===== src/rtl/i2c_slave_responder.sv =====
// I2C target responder: filtered SCL/SDA, START/STOP detection, address match,
// write-byte receive and read-byte transmit. SDA is open-drain via sda_oe.
module i2c_slave_responder #(
    parameter logic [6:0] ADDRESS    = 7'h50,
    parameter int         FILTER_LEN = 3
) (
    input  logic       clk,
    input  logic       reset,
    input  logic       scl_in,
    input  logic       sda_in,
    output logic       sda_oe,
    output logic [7:0] rx_data,
    output logic       rx_valid,
    input  logic [7:0] tx_data,
    output logic       tx_load,
    output logic       addressed,
    output logic       read_mode,
    output logic       busy
);

    localparam int CW = $clog2(FILTER_LEN + 1);

    typedef enum logic [2:0] {
        IDLE,
        ADDR,
        ADDR_ACK,
        WR_BYTE,
        WR_ACK,
        RD_BYTE,
        RD_ACK,
        WAIT_STOP
    } state_t;

    // Bit 1 carries SCL, bit 0 carries SDA through the whole input path.
    logic [1:0]    raw;
    logic [1:0]    s1;
    logic [1:0]    s2;
    logic [1:0]    filt;
    logic [1:0]    dly;
    logic [CW-1:0] fcnt [2];

    assign raw = {scl_in, sda_in};

    always_ff @(posedge clk) begin
        if (reset) begin
            s1      <= 2'b11;
            s2      <= 2'b11;
            filt    <= 2'b11;
            dly     <= 2'b11;
            fcnt[0] <= '0;
            fcnt[1] <= '0;
        end else begin
            s1  <= raw;
            s2  <= s1;
            dly <= filt;
            for (int i = 0; i < 2; i++) begin
                if (s2[i] == filt[i]) begin
                    fcnt[i] <= '0;
                end else if (fcnt[i] == CW'(FILTER_LEN - 1)) begin
                    filt[i] <= s2[i];
                    fcnt[i] <= '0;
                end else begin
                    fcnt[i] <= fcnt[i] + CW'(1);
                end
            end
        end
    end

    logic scl_f;
    logic sda_f;
    logic scl_rise;
    logic scl_fall;
    logic start_det;
    logic stop_det;

    assign scl_f     = filt[1];
    assign sda_f     = filt[0];
    assign scl_rise  = filt[1] & ~dly[1];
    assign scl_fall  = ~filt[1] & dly[1];
    assign start_det = filt[1] & dly[1] & dly[0] & ~filt[0];
    assign stop_det  = scl_f & dly[1] & ~dly[0] & sda_f;

    state_t     state;
    state_t     state_n;
    logic [3:0] bcnt;
    logic [3:0] bcnt_n;
    logic [7:0] sh;
    logic [7:0] sh_n;
    logic       phase;
    logic       phase_n;
    logic       oe_n;
    logic       addr_n;
    logic       rm_n;
    logic       busy_n;
    logic [7:0] rxd_n;
    logic       rxv_n;
    logic       txl_n;

    always_ff @(posedge clk) begin
        if (reset) begin
            state     <= IDLE;
            bcnt      <= '0;
            sh        <= '0;
            phase     <= 1'b0;
            sda_oe    <= 1'b0;
            addressed <= 1'b0;
            read_mode <= 1'b0;
            busy      <= 1'b0;
            rx_data   <= '0;
            rx_valid  <= 1'b0;
            tx_load   <= 1'b0;
        end else begin
            state     <= state_n;
            bcnt      <= bcnt_n;
            sh        <= sh_n;
            phase     <= phase_n;
            sda_oe    <= oe_n;
            addressed <= addr_n;
            read_mode <= rm_n;
            busy      <= busy_n;
            rx_data   <= rxd_n;
            rx_valid  <= rxv_n;
            tx_load   <= txl_n;
        end
    end

    always_comb begin
        state_n = state;
        bcnt_n  = bcnt;
        sh_n    = sh;
        phase_n = phase;
        oe_n    = sda_oe;
        addr_n  = addressed;
        rm_n    = read_mode;
        busy_n  = busy;
        rxd_n   = rx_data;
        rxv_n   = 1'b0;
        txl_n   = 1'b0;
        if (stop_det) begin
            state_n = IDLE;
            bcnt_n  = '0;
            phase_n = 1'b0;
            oe_n    = 1'b0;
            addr_n  = 1'b0;
            busy_n  = 1'b0;
        end else if (start_det) begin
            state_n = ADDR;
            bcnt_n  = '0;
            sh_n    = '0;
            phase_n = 1'b0;
            oe_n    = 1'b0;
            addr_n  = 1'b0;
            busy_n  = 1'b1;
        end else begin
            unique case (state)
                IDLE: begin
                    oe_n = 1'b0;
                end
                ADDR: begin
                    if (scl_rise) begin
                        sh_n   = {sh[6:0], sda_f};
                        bcnt_n = bcnt + 4'd1;
                        if (bcnt == 4'd7) begin
                            // sh[6:0] becomes the received address bits [7:1]
                            bcnt_n  = '0;
                            phase_n = 1'b0;
                            state_n = (sh[6:0] == ADDRESS) ? ADDR_ACK
                                                           : WAIT_STOP;
                        end
                    end
                end
                ADDR_ACK: begin
                    if (scl_fall) begin
                        if (!phase) begin
                            oe_n    = 1'b1;
                            addr_n  = 1'b1;
                            rm_n    = sh[0];
                            phase_n = 1'b1;
                        end else begin
                            phase_n = 1'b0;
                            bcnt_n  = '0;
                            if (read_mode) begin
                                txl_n   = 1'b1;
                                sh_n    = tx_data;
                                oe_n    = ~tx_data[7];
                                state_n = RD_BYTE;
                            end else begin
                                oe_n    = 1'b0;
                                state_n = WR_BYTE;
                            end
                        end
                    end
                end
                WR_BYTE: begin
                    if (bcnt == 4'd8) begin
                        rxd_n   = sh;
                        rxv_n   = 1'b1;
                        bcnt_n  = '0;
                        phase_n = 1'b0;
                        state_n = WR_ACK;
                    end else if (scl_rise) begin
                        sh_n   = {sh[6:0], sda_f};
                        bcnt_n = bcnt + 4'd1;
                    end
                end
                WR_ACK: begin
                    if (scl_fall) begin
                        if (!phase) begin
                            oe_n    = 1'b1;
                            phase_n = 1'b1;
                        end else begin
                            oe_n    = 1'b0;
                            phase_n = 1'b0;
                            bcnt_n  = '0;
                            state_n = WR_BYTE;
                        end
                    end
                end
                RD_BYTE: begin
                    if (scl_fall) begin
                        if (bcnt == 4'd7) begin
                            oe_n    = 1'b0;
                            bcnt_n  = '0;
                            phase_n = 1'b0;
                            state_n = RD_ACK;
                        end else begin
                            oe_n   = ~sh[6];
                            sh_n   = {sh[6:0], 1'b0};
                            bcnt_n = bcnt + 4'd1;
                        end
                    end
                end
                RD_ACK: begin
                    if (!phase) begin
                        if (scl_rise) begin
                            if (!sda_f) begin
                                phase_n = 1'b1;
                            end else begin
                                state_n = WAIT_STOP;
                            end
                        end
                    end else if (scl_fall) begin
                        txl_n   = 1'b1;
                        sh_n    = tx_data;
                        oe_n    = ~tx_data[7];
                        bcnt_n  = '0;
                        phase_n = 1'b0;
                        state_n = RD_BYTE;
                    end
                end
                WAIT_STOP: begin
                    oe_n = 1'b0;
                end
                default: begin
                    state_n = IDLE;
                    oe_n    = 1'b0;
                end
            endcase
        end
    end

endmodule


===== config.mk =====
export PLATFORM = sky130hd
export DESIGN_NAME = i2c_slave_responder
export DESIGN_NICKNAME = d
export VERILOG_FILES = /design/src/rtl/i2c_slave_responder.sv
export SDC_FILE = /design/constraint.sdc
export NUM_CORES = 1
export LEC_CHECK = 0
export CAP_MARGIN = 20
export CORE_MARGIN = 10
export CORE_UTILIZATION = 35
export DETAILED_ROUTE_END_ITERATION = 16
export GPL_TIMING_DRIVEN = 1
export SLEW_MARGIN = 25
export SYNTH_ARGS = -nofsm -noshare
export SYNTH_HDL_FRONTEND = slang
export SYNTH_SLANG_ARGS = --single-unit
export TNS_END_PERCENT = 20

===== constraint.sdc =====
create_clock -name clk -period 2.2 [get_ports clk]
set_clock_uncertainty 0.15 [all_clocks]
set_input_delay 0.22 -clock clk [delete_from_list [all_inputs] [get_ports clk]]
set_output_delay 0.22 -clock clk [all_outputs]
set_load 0.01 [all_outputs]

After elaboration in Yosys (flattened, before gate mapping)
Memories as Yosys holds them, arrays and structs flattened.
Cells that the tools add are included.
- register bits after elaboration: 38
- memory bits (writable): 4
- input port bits: 12
- output and inout port bits: 14
- logic and storage cells: 210
- memories kept: 1
- $add $sub $neg: 3
- eq/ne operators: 48
- muxes and demuxes: 94
- bitwise logic cells: 25
- reduce and logical (&&, ||, !) cells: 22
- memories (name ; words ; width ; read ports ; clocked after Yosys merged registers in ; write ports ; RTL line ; source):
    fcnt ; 2 ; 2 ; 2 ; 0 ; 2 ; 40 ; logic [CW-1:0] fcnt [2];
- operators by type and width (cell ; number):
    $mux 8 ; 10
    $ne 3x3->1 const B ; 18
    $mux 1 ; 48
    $mux 3 ; 15
    $pmux 8 s5 ; 1
    $mux 4 ; 9
    $reduce_and 13->1 ; 2
    $ne 2x2->1 const B ; 11
    $pmux 4 s5 ; 1
    $pmux 3 s6 ; 1
    $eq 3x3->1 const B ; 4
    $mux 2 ; 6
    $ne 4x4->1 const B ; 3
    $not 1->1 ; 12
    $reduce_bool 6->1 ; 2
    $pmux 1 s5 ; 2
    $reduce_and 10->1 ; 1
    $reduce_and 5->1 ; 2
    $reduce_bool 5->1 ; 2
    $reduce_and 8->1 ; 1
    $and 1x1->1 ; 7
    $eq 7x7->1 const B ; 1
    $reduce_bool 7->1 ; 1
    $eq 3x2->1 const B ; 2
    18 further kinds ; 30

Logic depth before layout (Yosys ltp)
An unclocked memory read counts as a cell.
- word-level depth: 8
- gate-level depth with buffers: 8

Worst setup path after synthesis
Ideal clock, no wire load.
- path kind: flip-flop to flip-flop
- start point: reg bcnt[0]
- end point: reg state[1]
- setup time: 0.095 ns
- arrival: 1.544 ns
- slack: 0.411 ns
- cell stages (with the launch flop): 8
- buffers on the path: 0
- clock period less this slack: 1.789 ns
- path through: dfxtp_1 > inv_1 > ha_1 > and4bb_2 > o22ai_1 > nor4b_4 > nand2_1 > a221oi_1
- cells in the longest elaborated chain, start to end: 3
- elaborated cells on any way between the ends: 6
- ends and longest elaborated chain (item ; RTL line ; source):
    start, declared ; 85 ; logic [3:0] bcnt;
    start signal, assigned ; 114 ; bcnt <= bcnt_n;
    $eq 4x3->1 or $eq 4x4->1 (tied branches) ; 163, 221, 195 ;
    $ne 2x2->1 (no line) ; n/a ;
    $reduce_and 13->1 (no line) (*) ; n/a ;
    end signal, assigned ; 113 ; state <= state_n;
    end, declared ; 83 ; state_t state;
Mark *: on every way between the ends. The rest lies on a longest branch, timed or not.
A chain may end at the register's enable or synchronous reset.

Worst setup path in the final report
- start point: reg state[0]
- end point: reg state[1]
- cells in the longest elaborated chain, start to end: 3
- elaborated cells on any way between the ends: 21
- ends and longest elaborated chain (item ; RTL line ; source):
    $eq 3x3->1 (tied with other cells) ; 155 ; unique case (state)
    $reduce_bool 6->1 (no line) (tied with other cells) ; n/a ;
    $reduce_and 13->1 (no line) ; n/a ;
Several ways; a longest one is shown, not always the timed one.

==> results.py <==
metrics = {
    "floorplan": {
        "die_h_um": 102,
        "chipWidth_um": 102,
        "rows": 29,
        "die_area_mm2": 0.0104,
        "pin_count": 26,
        "start_util_pct": 36.5,
        "fp.coreArea_mm2": 0.00642,
    },
    "route": {
        "vias": 2043,
        "route.detailed.drc": 0,
        "wl_um": 5760,
        "viasPerCell": 5.24,
        "ant_nets": 0,
        "drt_first_iter_violations": 166,
        "wl_per_cell_um": 14.8,
        "dr.pass1.iters": 4,
    },
    "synthesis": {
        "netlist.area_leader.share_pct": 32.4,
        "synth_commonest_cells": "dfxtp_1, nand2_1, nor2_1",
        "syn_inst": 276,
        "synthFlopType": "dfxtp_1",
        "yosys_warnings": 0,
        "synth_edf_count": 4,
        "async_flop_share_pct": 0,
        "synthTopCellsByArea": "dfxtp_1, mux2i_1, edfxtp_1",
        "synth-seq-area-share_pct": 37.6,
        "syn_area_mm2": 0.00234,
        "synth.avg_cell_area_um2": 8.50,
        "synth.most_common_cell": "dfxtp_1",
        "synth.distinct_cells": 59,
        "yosysTopAreaCell": "dfxtp_1",
        "synth_seq_cells": 42,
    },
    "critical_path": {
        "timing.rr.end": "state[1]$_SDFFE_PP0P_",
        "startpoint_type": "register",
        "r2r_cells": 6,
        "cp_slowest_stage_delay_ps": 530,
        "crit_path_top_delay_cell": "dfxtp_1",
        "path_max_fanout": 19,
        "crit_type": "register to register",
        "r2r_start": "state[0]$_SDFFE_PP0P_",
        "cp-end-kind": "register",
        "cp.arrival_ps": 2130,
        "cpLargestDelayFamily": "simple AND/OR/NAND/NOR gates",
        "critical_path.cell_chain": "buf_12, and3b_1, o21ai_0, nor4b_4, nand2_1, a221oi_1",
        "rrSetupSlack_ps": 130,
        "worstPathRequired_ps": 2250,
        "cp.buffers_inverters": 1,
    },
    "cts": {
        "ctsResizeCount": 0,
        "clock_sinks": 42,
        "cts_max_path_buffers": 2,
        "clk_pin_slew_ps": 80,
        "cts_tree": "built",
        "clock_latency_ps": 310,
        "post-cts-setup-buffers": 0,
        "cts_buffers": 5,
        "hold_buffers": 0,
        "h-tree-depth": 2,
        "root_buffer": "clkbuf_8",
    },
    "cells_and_area": {
        "nFillCells": 622,
        "layout-drive-gt1-share_pct": 15.0,
        "final_area_mm2": 0.00288,
        "finish.utilization_pct": 44.9,
        "antenna_cells": 0,
        "syn_to_final_growth_pct": 23.0,
        "fin_nets": 328,
    },
    "sta": {
        "hold_slack_ps": 264,
        "post-route-period-util_pct": 94.2,
        "final-setup-viol-count": 0,
        "layout_min_cycle_time_ps": 2070,
        "hold_viol_final": 0,
        "setup_tns_ps": 0,
        "drv_slew": 0,
        "rsz0062_at_grt": "false",
        "fmax_ghz": 0.483,
        "relSlewSlack_pct": 64.8,
        "worst_pin_slew_ps": 525,
    },
    "power_and_ir_drop": {
        "p_leak_uw": 0.00106,
        "ir_drop_mv": 0.462,
        "power.density_mw_per_mm2": 868,
    },
    "global_route": {
        "antenna_found_initial": 0,
        "groute.usage.overall_pct": 11.6,
        "grt_pass1_vias": 1985,
        "gr-total-overflow": 0,
        "grt_pass1_wl_um": 9760,
        "grt_max_degree": 20,
    },
    "outcome": {
        "outcome": "completed",
    },
    "placed_design": {
        "place_area_mm2": 0.00277,
        "gp_congestion": 0.895,
        "port_buffers": 25,
        "hpwl_um": 4240,
    },
    "worst_hold_path": {
        "holdPathEnd": "s2[1]$_SDFF_PP1_",
        "holdCritPathClass": "register to register",
        "holdPathStages": 1,
        "hold_start": "s1[1]$_SDFF_PP1_",
    },
    "job": {
        "cap_viol_max_count": 0,
    },
}
## report_power, final
group | internal, uW | switching [uW]
sequential | 828 | 101
clock | 295 | 289
combinational | 455 | 536
## per-stage QoR
step	setup slack (ps)	instances	total power (uW)
6_report	128	390	2500
5_1_grt	8.11	390	2660
4_1_cts	15.5	390	2510
3_5_place_dp	57.8	382	1920
3_3_place_gp	43.6	382	1920
2_1_floorplan	411	279	1650
## layer usage
layer	global-route usage, %	routed length, um
met3	3.78	362
met5	0	0
met1	15.4	2800
met2	17.8	2560
met4	2.93	33
## worst max-delay path by stage
stage,slack [ps],end,cells past startpoint,from
5_1_grt,8,bcnt[2]$_SDFFE_PP0P_,6,filt[1]$_SDFFE_PP1P_
6_report,130,state[1]$_SDFFE_PP0P_,6,state[0]$_SDFFE_PP0P_
3_3_place_gp,40,bcnt[2]$_SDFFE_PP0P_,5,state[1]$_SDFFE_PP0P_
4_1_cts,20,bcnt[3]$_SDFFE_PP0P_,5,state[1]$_SDFFE_PP0P_
3_5_place_dp,60,bcnt[3]$_SDFFE_PP0P_,5,state[1]$_SDFFE_PP0P_
2_1_floorplan,410,state[1]$_SDFFE_PP0P_,7,bcnt[0]$_SDFFE_PP0P_
## flip-flops by register name, summed over array words and instances, names as in the netlist
| register | cells |
|---|---|
| rx_data | 8 |
| fcnt | 4 |
| sda_oe | 1 |
| state | 3 |
| read_mode | 1 |
| filt | 2 |
| s2 | 2 |
| busy | 1 |
| bcnt | 4 |
| dly | 2 |
| s1 | 2 |
| rx_valid | 1 |
| sh | 8 |
| addressed | 1 |
| phase | 1 |
| tx_load | 1 |
## cell families (layout without fill, tap and decap cells)
kind of cell | after synthesis | count (layout) | share of synthesized area, %
AO/OA/AOI/OAI | 68 | 68 | 20.2
XOR/XNOR | 4 | 4 | 1.49
adder cells (fa/ha/maj) | 4 | 4 | 2.13
buffers and inverters | 26 | 60 | 5.23
flip-flops | 42 | 42 | 37.6
multiplexers | 14 | 14 | 6.03
other | 1 | 4 | 0.160
AND/OR/NAND/NOR | 117 | 117 | 27.2
## final cells by class
class                      count  area, um2  area share [%]
clock buffer                   6       93.8            3.25
clock inverter                 2       13.8           0.477
sequential                    42        883            30.6
inverter                       9       33.8            1.17
tap                           77       96.3            3.34
multi-input combinational    211       1350            46.9
timing repair buffer          43        410            14.2
## cell usage in the layout (no fill, tap or decap), drive strengths merged, types with 2 or more instances in the layout
cell | Yosys | layout
edfxtp | 4 | 4
a21oi | 16 | 16
nand3b | 2 | 2
or2 | 9 | 9
o21ai | 19 | 19
a211o | 7 | 7
buf | 10 | 18
and2 | 3 | 3
nor4bb | 2 | 2
conb | 1 | 4
or3 | 3 | 3
o221ai | 2 | 2
dfxtp | 38 | 38
nor2 | 27 | 27
xnor2 | 4 | 4
inv | 9 | 10
nand2 | 32 | 32
ha | 4 | 4
and3 | 5 | 5
nor2b | 5 | 5
o211ai | 5 | 5
clkbuf | 7 | 6
a211oi | 6 | 6
clkdlybuf4s50 | 0 | 25
and3b | 3 | 3
a32o | 2 | 2
nor3b | 3 | 3
and2b | 2 | 2
nor3 | 5 | 5
nand3 | 4 | 4
mux2i | 13 | 13
nand2b | 6 | 6
(Power assumes the default switching activity.)
